**src/rtl/ifetch_unit.sv**
```systemverilog
// Instruction-fetch stage: PC register, next-PC selection, ROM prefetch addressing,
// confirm-button gating of IO-read instructions and sticky halt on illegal PC.
module ifetch_unit #(
    parameter int                   ISA_WIDTH       = 32,
    parameter int                   ADDRESS_WIDTH   = 26,
    parameter int                   IMEM_ADDR_WIDTH = 14,
    parameter logic [ISA_WIDTH-1:0] RESET_PC        = 'h0000_0000,
    parameter logic [ISA_WIDTH-1:0] PC_LIMIT        = 'h0001_0000,
    parameter int                   DEBOUNCE_CYCLES = 16
) (
    input  logic                       clock,
    input  logic                       reset,
    input  logic                       Branch,
    input  logic                       nBranch,
    input  logic                       Jmp,
    input  logic                       Jal,
    input  logic                       Jr,
    input  logic                       Zero,
    input  logic [ISA_WIDTH-1:0]       Addr_result,
    input  logic [ISA_WIDTH-1:0]       Read_data_1,
    input  logic                       IORead,
    input  logic                       confirm_button,
    output logic [IMEM_ADDR_WIDTH-1:0] imem_addr,
    input  logic [ISA_WIDTH-1:0]       imem_data,
    output logic [ISA_WIDTH-1:0]       Instruction,
    output logic [ISA_WIDTH-1:0]       pc,
    output logic [ISA_WIDTH-1:0]       branch_base_addr,
    output logic [ISA_WIDTH-1:0]       link_addr,
    output logic                       io_waiting,
    output logic                       halted,
    output logic [1:0]                 fault
);

    typedef enum logic [1:0] {
        ST_RUN          = 2'd0,
        ST_WAIT_PRESS   = 2'd1,
        ST_WAIT_RELEASE = 2'd2,
        ST_HALT         = 2'd3
    } state_t;

    state_t                 r_state;
    state_t                 w_state_next;
    logic [ISA_WIDTH-1:0]   r_pc;
    logic [1:0]             r_fault;
    logic [1:0]             w_fault_next;
    logic                   r_btn_stable;
    logic                   r_btn_stable_d;
    logic                   w_press;

    logic [ISA_WIDTH-1:0]   w_instr;
    logic [ISA_WIDTH-1:0]   w_pc_plus4;
    logic [ISA_WIDTH-1:0]   w_jump_target;
    logic [ISA_WIDTH-1:0]   w_cand;
    logic [ISA_WIDTH-1:0]   w_next_pc;
    logic                   w_is_jump;
    logic                   w_taken;
    logic                   w_io_gate;
    logic                   w_hold;
    logic                   w_io_wait;

    // The filtered button only flips after the raw level disagrees for DEBOUNCE_CYCLES edges.
    generate
        if (DEBOUNCE_CYCLES == 0) begin : g_no_filter
            always_ff @(posedge clock or posedge reset) begin
                if (reset) begin
                    r_btn_stable <= 1'b0;
                end else begin
                    r_btn_stable <= confirm_button;
                end
            end
        end else begin : g_filter
            localparam int CNT_W = (DEBOUNCE_CYCLES > 1) ? $clog2(DEBOUNCE_CYCLES) : 1;
            logic [CNT_W-1:0] r_db_cnt;

            always_ff @(posedge clock or posedge reset) begin
                if (reset) begin
                    r_db_cnt     <= '0;
                    r_btn_stable <= 1'b0;
                end else if (confirm_button == r_btn_stable) begin
                    r_db_cnt     <= '0;
                end else if (r_db_cnt == CNT_W'(DEBOUNCE_CYCLES - 1)) begin
                    r_db_cnt     <= '0;
                    r_btn_stable <= confirm_button;
                end else begin
                    r_db_cnt     <= r_db_cnt + CNT_W'(1);
                end
            end
        end
    endgenerate

    assign w_press = r_btn_stable & ~r_btn_stable_d;

    assign w_instr       = (reset || r_state == ST_HALT) ? '0 : imem_data;
    assign w_pc_plus4    = r_pc + ISA_WIDTH'(4);
    assign w_jump_target = {w_pc_plus4[ISA_WIDTH-1:ADDRESS_WIDTH+2], w_instr[ADDRESS_WIDTH-1:0], 2'b00};
    assign w_is_jump     = Jmp | Jal;
    assign w_taken       = (Branch & Zero) | (nBranch & ~Zero);
    // A jump on an IO-read cycle takes priority, so it never enters a wait.
    assign w_io_gate     = IORead & ~w_is_jump;

    always_comb begin
        if (w_is_jump) begin
            w_cand = w_jump_target;
        end else if (w_taken) begin
            w_cand = Addr_result;
        end else if (Jr) begin
            w_cand = Read_data_1;
        end else begin
            w_cand = w_pc_plus4;
        end
    end

    always_comb begin
        w_state_next = r_state;
        w_fault_next = r_fault;
        w_hold       = 1'b0;
        w_io_wait    = 1'b0;

        case (r_state)
            ST_RUN: begin
                if (w_io_gate && !w_press) begin
                    w_hold       = 1'b1;
                    w_io_wait    = 1'b1;
                    w_state_next = ST_WAIT_PRESS;
                end else if (w_io_gate) begin
                    w_state_next = ST_WAIT_RELEASE;
                end
            end
            ST_WAIT_PRESS: begin
                if (w_press) begin
                    w_state_next = ST_WAIT_RELEASE;
                end else begin
                    w_hold    = 1'b1;
                    w_io_wait = 1'b1;
                end
            end
            ST_WAIT_RELEASE: begin
                if (w_io_gate) begin
                    w_hold    = 1'b1;
                    w_io_wait = 1'b1;
                end
                if (!r_btn_stable) begin
                    w_state_next = ST_RUN;
                end
            end
            default: begin
                w_hold = 1'b1;
            end
        endcase

        // Any PC that would actually be taken is vetted; the last legal PC is kept on a fault.
        if (!w_hold) begin
            if (w_cand >= PC_LIMIT) begin
                w_hold       = 1'b1;
                w_fault_next = 2'b01;
                w_state_next = ST_HALT;
            end else if (w_cand[1:0] != 2'b00) begin
                w_hold       = 1'b1;
                w_fault_next = 2'b10;
                w_state_next = ST_HALT;
            end
        end
    end

    assign w_next_pc = w_hold ? r_pc : w_cand;

    always_ff @(posedge clock or posedge reset) begin
        if (reset) begin
            r_pc           <= RESET_PC;
            r_state        <= ST_RUN;
            r_fault        <= 2'b00;
            r_btn_stable_d <= 1'b0;
        end else begin
            r_pc           <= w_next_pc;
            r_state        <= w_state_next;
            r_fault        <= w_fault_next;
            r_btn_stable_d <= r_btn_stable;
        end
    end

    // Prefetch: the ROM registers the word of the PC about to be loaded.
    assign imem_addr        = reset ? RESET_PC[IMEM_ADDR_WIDTH+1:2] : w_next_pc[IMEM_ADDR_WIDTH+1:2];
    assign Instruction      = w_instr;
    assign pc               = r_pc;
    assign branch_base_addr = w_pc_plus4;
    assign link_addr        = w_pc_plus4;
    assign io_waiting       = w_io_wait & ~reset;
    assign halted           = (r_state == ST_HALT);
    assign fault            = r_fault;

endmodule

```
**config.mk**
```make
export PLATFORM = sky130hd
export DESIGN_NAME = ifetch_unit
export DESIGN_NICKNAME = d
export VERILOG_FILES = /design/src/rtl/ifetch_unit.sv
export SDC_FILE = /design/constraint.sdc
export NUM_CORES = 1
export LEC_CHECK = 0
export ABC_AREA = 1
export BUFFER_PORTS_ARGS = -buffer_cell sky130_fd_sc_hd__buf_2
export CORE_AREA = 2 2 97 99
export DETAILED_ROUTE_END_ITERATION = 10
export DIE_AREA = 0 0 99 101
export PLACE_DENSITY = 0.95
export SLEW_MARGIN = 20
export SYNTH_ARGS = -nofsm -noshare
export SYNTH_HDL_FRONTEND = slang
export SYNTH_SLANG_ARGS = --single-unit
```
**constraint.sdc**
```tcl
create_clock -name clock -period 4.78 [get_ports clock]
set_input_delay 0.239 -clock clock [delete_from_list [all_inputs] [get_ports clock]]
set_output_delay 0.239 -clock clock [all_outputs]
set_load 0.01 [all_outputs]
```
======== After elaboration in Yosys (flattened, before gate mapping) ========
Cells that the tools add are included.
Widths: inputs -> output; s select.
cells by class
  add/sub/neg operators ................... 2
  order comparisons ....................... 1
  eq/ne operators ......................... 5
  multiplexer cells ....................... 26
  bitwise logic cells ..................... 13
  reduce and logical (&&, ||, !) cells .... 8
operators with widths
  operator               count
  $mux 32                4
  $add 32x3->32 const B  1
  $ge 32x17->1 const B   1
  $mux 2                 9
  $mux 16                1
  $mux 14                1
  $mux 4                 2
  $mux 1                 6
  $not 1->1              6
  $pmux 1 s3             2
  $pmux 2 s3             1
  $and 1x1->1            5
  $add 4x1->4 const B    1
  $eq 2x2->1 const B     2
  $eq 4x4->1 const B     1
  $reduce_and 2->1       2
  $reduce_bool 2->1      2
  $eq 2x1->1 const B     1
  $logic_not 2->1        1
  $or 1x1->1             2
  $eq 1x1->1             1
  $logic_and 1x1->1      1
  $logic_not 1->1        1
  $logic_or 1x1->1       1
word-level totals
  register bits after elaboration ......... 42
  input port bits ......................... 106
  output and inout bits ................... 146
  word-level logic and storage cells ...... 62

======== Logic depth before layout (Yosys ltp) ========
  word-level depth ........................ 11
  mapped depth ............................ 20
  depth with buffers taken out ............ 19

======== Worst setup path before layout ========
No wires, ideal clock.
  path kind ............................... register -> output
  from .................................... reg r_pc[2], in the netlist pc[2]
  to ...................................... out imem_addr[3]
  arrival ................................. 2395 ps
  data required time ...................... 4541 ps
  slack ................................... 2146 ps
  cell stages (with the launch flop) ...... 19
  buffers on the path ..................... 1
  cells stage by stage .................... dfrtp_1 > ha_1 > nand3_1 > nor2_2 > nand3_1 > nand2_1 > nand2_1 > o21ai_1 > nand2_1 > nand2_1 > nand2_1 > nor2_1 > nand2_2 > nor2_8 > nand3_4 > buf_6 > nand2_1 > nand2_1 > nor2_1
on the way
  word-level cells in the longest chain between the ends .. 9
ends and longest elaborated chain
  what                            RTL line  text
  from (decl)                     43        logic [ISA_WIDTH-1:0] r_pc;
  from (signal assigned)          174       r_pc <= w_next_pc;
  $add 32x3->32                   94        assign w_pc_plus4 = r_pc + ISA_WIDTH'(4);
  named net branch_base_addr[16]  27        output logic [ISA_WIDTH-1:0] branch_base_addr,
  $mux 32                         106       end else if (Jr) begin
  $mux 32                         104       end else if (w_taken) begin
  $mux 32                         102       if (w_is_jump) begin
  $ge 32x17->1                    153       if (w_cand >= PC_LIMIT) begin
  $mux 1                          153
  $mux 1                          152       if (!w_hold) begin
  $mux 16                         165       assign w_next_pc = w_hold ? r_pc : w_cand;
  $mux 14                         182       assign imem_addr = reset ? RESET_PC[IMEM_ADDR_WIDTH+1:2] : w_next_pc[IMEM_ADDR_WIDTH+1:2];
  to (decl)                       23        output logic [IMEM_ADDR_WIDTH-1:0] imem_addr,
The timed path passes the listed nets, and every way through them passes these cells.

======== Worst setup path after layout ========
  from .................................... reg r_pc[3], in the netlist pc[3]
  to ...................................... out imem_addr[5]
on the way
  word-level cells in the longest chain between the ends .. 9
ends and longest elaborated chain
  what             RTL line
  $add 32x3->32 *  94
  $mux 32          106
  $mux 32          104
  $mux 32 *        102
  $ge 32x17->1     153
  $mux 1           153
  $mux 1           152
  $mux 16 *        165
  $mux 14 *        182
Mark *: on every way between the ends. The rest lies on a longest branch, timed or not.

==> impl_metrics.py <==
metrics = {
    "clocking": {
        "clk_pin_slew_ps": 90,
        "clockBufferDepth": 2,
        "cts_root_buf": "clkbuf_8",
        "cts_tree": "built",
        "htree_num_levels": 2,
        "numCtsBuffers": 5,
        "clock_latency_ps": 300,
        "numClockSinks": 42,
    },
    "floorplanning": {
        "start_util_pct": 47.1,
        "design.core.area_um2": 8980,
        "die_y_um": 101,
        "die_area_um2": 10000,
        "ioPinCount": 252,
        "core.rowCount": 35,
        "die_x_um": 99,
    },
    "worst_setup_path": {
        "path_buf_inv": 1,
        "startpoint": "pc[3]$_DFF_PP0_",
        "slowest_stage": "dfrtp_1",
        "crit_type": "register to output pin",
        "crit_family": "simple AND/OR/NAND/NOR gates",
        "cp_cell_sequence": "ha_1, nand2_1, nor2_1, nand2_1, nor2_1, nand2_1, nand2_1, nand3_1, nand2_1, nand2_1, nand2_1, nand2_1, nor2_2, nand2_2, nor2_8, nand3_4, nand2_1, nand2_1, nor2_1, buf_2",
        "cp_data_arrival_time_ps": 3450,
        "critical_path.endpoint_type": "output pin",
        "cpPeakStageDelay_ps": 420,
        "cpMostUsedCell": "nand2_1",
        "cp.required_ps": 4540,
        "r2r-start": "pc[3]$_DFF_PP0_",
        "cp_max_fo": 32,
        "start_kind": "register",
    },
    "yosys": {
        "ys_types": 32,
        "avgSynthCellArea_um2": 5.75,
        "syn_inst": 735,
        "yosysSeqAreaShare_pct": 24.9,
        "synth_nets": 843,
        "synth-seq-cells": 42,
        "synth.cell_area_um2": 4220,
        "yosysWarnings": 0,
    },
    "layout": {
        "area_growth_pct": 28.4,
        "multi_input_area_um2": 2360,
        "nFillCells": 914,
        "regArea_um2": 1050,
        "antenna_cells": 0,
        "finalInstanceArea_um2": 5430,
        "drive_gt1_share_pct": 29.9,
        "nets": 1041,
    },
    "timing": {
        "grt_setup_unrepaired": "no",
        "fin_skew_ps": 13.2,
        "whs_ps": 306,
        "setup_viol": 0,
        "slew-limit-headroom_pct": 30.3,
        "tightest_slew_ps": 1040,
        "drv_slew": 0,
        "period_needed_ps": 3690,
        "period_share_pct": 77.2,
        "final-hold-violation-count": 0,
        "tns_ps": 0,
        "layout_setup_ws_ps": 1090,
        "max_freq_mhz": 271,
    },
    "min_path": {
        "hold_start": "confirm_button",
        "hp-class": "input port to register",
    },
    "global_routing": {
        "grt_max_degree": 48,
        "grt_pass1_vias": 4745,
        "antenna_found_initial": 0,
        "grt_pass1_wl_um": 24100,
        "grt_overflow": 0,
        "grt_use_total_pct": 30.6,
    },
    "place": {
        "place_hpwl_um": 13000,
        "place_area_um2": 5260,
        "place_congestion": 0.937,
        "dp_slack_ps": 1400,
        "port_buffers": 251,
    },
    "power_and_ir_drop": {
        "cellLeakagePower_nw": 3.54,
        "power.total_w": 0.00273,
        "power_density_nw_per_um2": 504,
        "max-vdd-ir-drop_v": 0.000348,
    },
    "drt": {
        "wl_um": 16100,
        "drtIter0Drc": 275,
        "avgRoutedWirePerCell_um": 15.4,
        "vias": 5333,
        "antenna_left": 0,
        "drtPass1Iterations": 6,
        "drc": 0,
        "viasPerCell": 5.10,
    },
    "flow_run": {
        "cap_violations": 0,
    },
    "run_status": {
        "outcome": "finished, final reports clean",
    },
}
==> repair_timing <==
| item | 4_1_cts | 5_1_grt |
|---|---|---|
| endpoints found under the hold margin | 2 | 0 |
| resized for setup | 0 | 0 |
| buffers inserted | 0 | 0 |
| hold buffers | 1 | 0 |
==> final cells by class <==
| class | instances | area share [%] |
|---|---|---|
| multi-input cells | 510 | 43.5 |
| repair buffers | 255 | 23.8 |
| flip-flops and latches | 42 | 19.4 |
| inverters | 119 | 8.23 |
| well taps | 111 | 2.56 |
| clock buffers | 6 | 1.52 |
| clock inverters | 2 | 1.11 |
==> sequential cells by signal, indices dropped and copies added (netlist names) <==
name and count:
fault 2, g_filter.r_db_cnt 4, pc 32, r_btn_stable 1
r_btn_stable_d 1, r_state 2
==> synthesized netlist by cell type <==
master | instances | area share (%)
a21oi_1 | 26 | 3.1
a2bb2oi_1 | 6 | 1.2
a31oi_1 | 2 | 0.30
and2_1 | 1 | 0.15
buf_1 | 5 | 0.44
buf_2 | 3 | 0.36
buf_4 | 34 | 6.0
buf_6 | 2 | 0.53
clkbuf_1 | 20 | 1.8
dfrtp_1 | 42 | 25
ha_1 | 2 | 0.59
inv_1 | 118 | 10
inv_2 | 1 | 0.089
nand2_1 | 194 | 17
nand2_2 | 2 | 0.30
nand3_1 | 30 | 3.6
nand3_4 | 1 | 0.41
nand3b_1 | 6 | 1.1
nand4_1 | 19 | 2.8
nor2_1 | 136 | 12
nor2_2 | 6 | 0.89
nor2_4 | 2 | 0.53
nor2_8 | 1 | 0.47
nor3_1 | 2 | 0.24
nor4_1 | 1 | 0.15
o211ai_1 | 1 | 0.18
o21ai_0 | 48 | 5.7
o21ai_1 | 6 | 0.71
o21ai_2 | 2 | 0.41
o21bai_1 | 1 | 0.18
o311ai_1 | 1 | 0.21
xor2_1 | 14 | 2.9
==> logic make-up (layout without fill, tap and decap cells) <==
| logic type | count (synthesis) | after routing | synth area share [%] |
|---|---|---|---|
| AOI/OAI and AO/OA | 93 | 93 | 12.0 |
| xor gates and xnor gates | 14 | 14 | 2.90 |
| buffers and inverters | 183 | 382 | 19.7 |
| adders and majority gates | 2 | 2 | 0.592 |
| and+or+nand+nor | 401 | 401 | 39.9 |
| DFF | 42 | 42 | 24.9 |
==> cells in the final DEF, fill, tap and decap left out, types with 2 or more instances in the layout <==
| master | n |
|---|---|
| a21oi_1 | 26 |
| a2bb2oi_1 | 6 |
| a31oi_1 | 2 |
| buf_2 | 251 |
| buf_4 | 3 |
| bufinv_16 | 2 |
| clkbuf_8 | 6 |
| dfrtp_1 | 42 |
| ha_1 | 2 |
| inv_1 | 117 |
| inv_2 | 2 |
| nand2_1 | 194 |
| nand2_2 | 2 |
| nand3_1 | 30 |
| nand3b_1 | 6 |
| nand4_1 | 19 |
| nor2_1 | 136 |
| nor2_2 | 6 |
| nor2_4 | 2 |
| nor3_1 | 2 |
| o21ai_0 | 48 |
| o21ai_1 | 6 |
| o21ai_2 | 2 |
| xor2_1 | 14 |
==> through the flow <==
| step | std cells | utilization [%] |
|---|---|---|
| 4_1_cts | 1045 | 60.3 |
| 3_5_place_dp | 1036 | 58.6 |
| 6_report | 1045 | 60.4 |
| 5_1_grt | 1045 | 60.4 |
| 2_1_floorplan | 735 | - |
| 3_3_place_gp | 1036 | 58.6 |
==> tightest hold or removal path, delay by kind of cell <==
kind	cells	cell delay, ps
AO/OA/AOI/OAI	1	90
XOR/XNOR	1	90
AND/OR/NAND/NOR	1	50
buffers and inverters	1	110
==> power breakdown <==
group	total [W]	internal (W)	switching, W
registers	0.000456	0.000400	0.0000557
clock network	0.000346	0.000223	0.000124
logic	0.00193	0.000603	0.00133
==> worst paths after layout <==
path,to,cells after the start,slack (ps)
min in group asynchronous,fault[1]$_DFFE_PP0P_,3,480
max reg2reg,pc[2]$_DFF_PP0_,19,1730
min,g_filter.r_db_cnt[2]$_DFF_PP0_,4,310
min reg2reg,r_btn_stable_d$_DFF_PP0_,0,440
max in group asynchronous,pc[9]$_DFF_PP0_,4,3610
max,imem_addr[5],20,1090
==> metal layers <==
layer | vias to the layer above | routed length, µm | track usage [%]
met5 | - | 0 | 0
met4 | 0 | 503 | 9.91
met3 | 28 | 1390 | 5.13
met2 | 265 | 7810 | 51.5
met1 | 2411 | 6370 | 40.0
li1 | 2629 | - | -
Power figures use the tool's default switching activity.
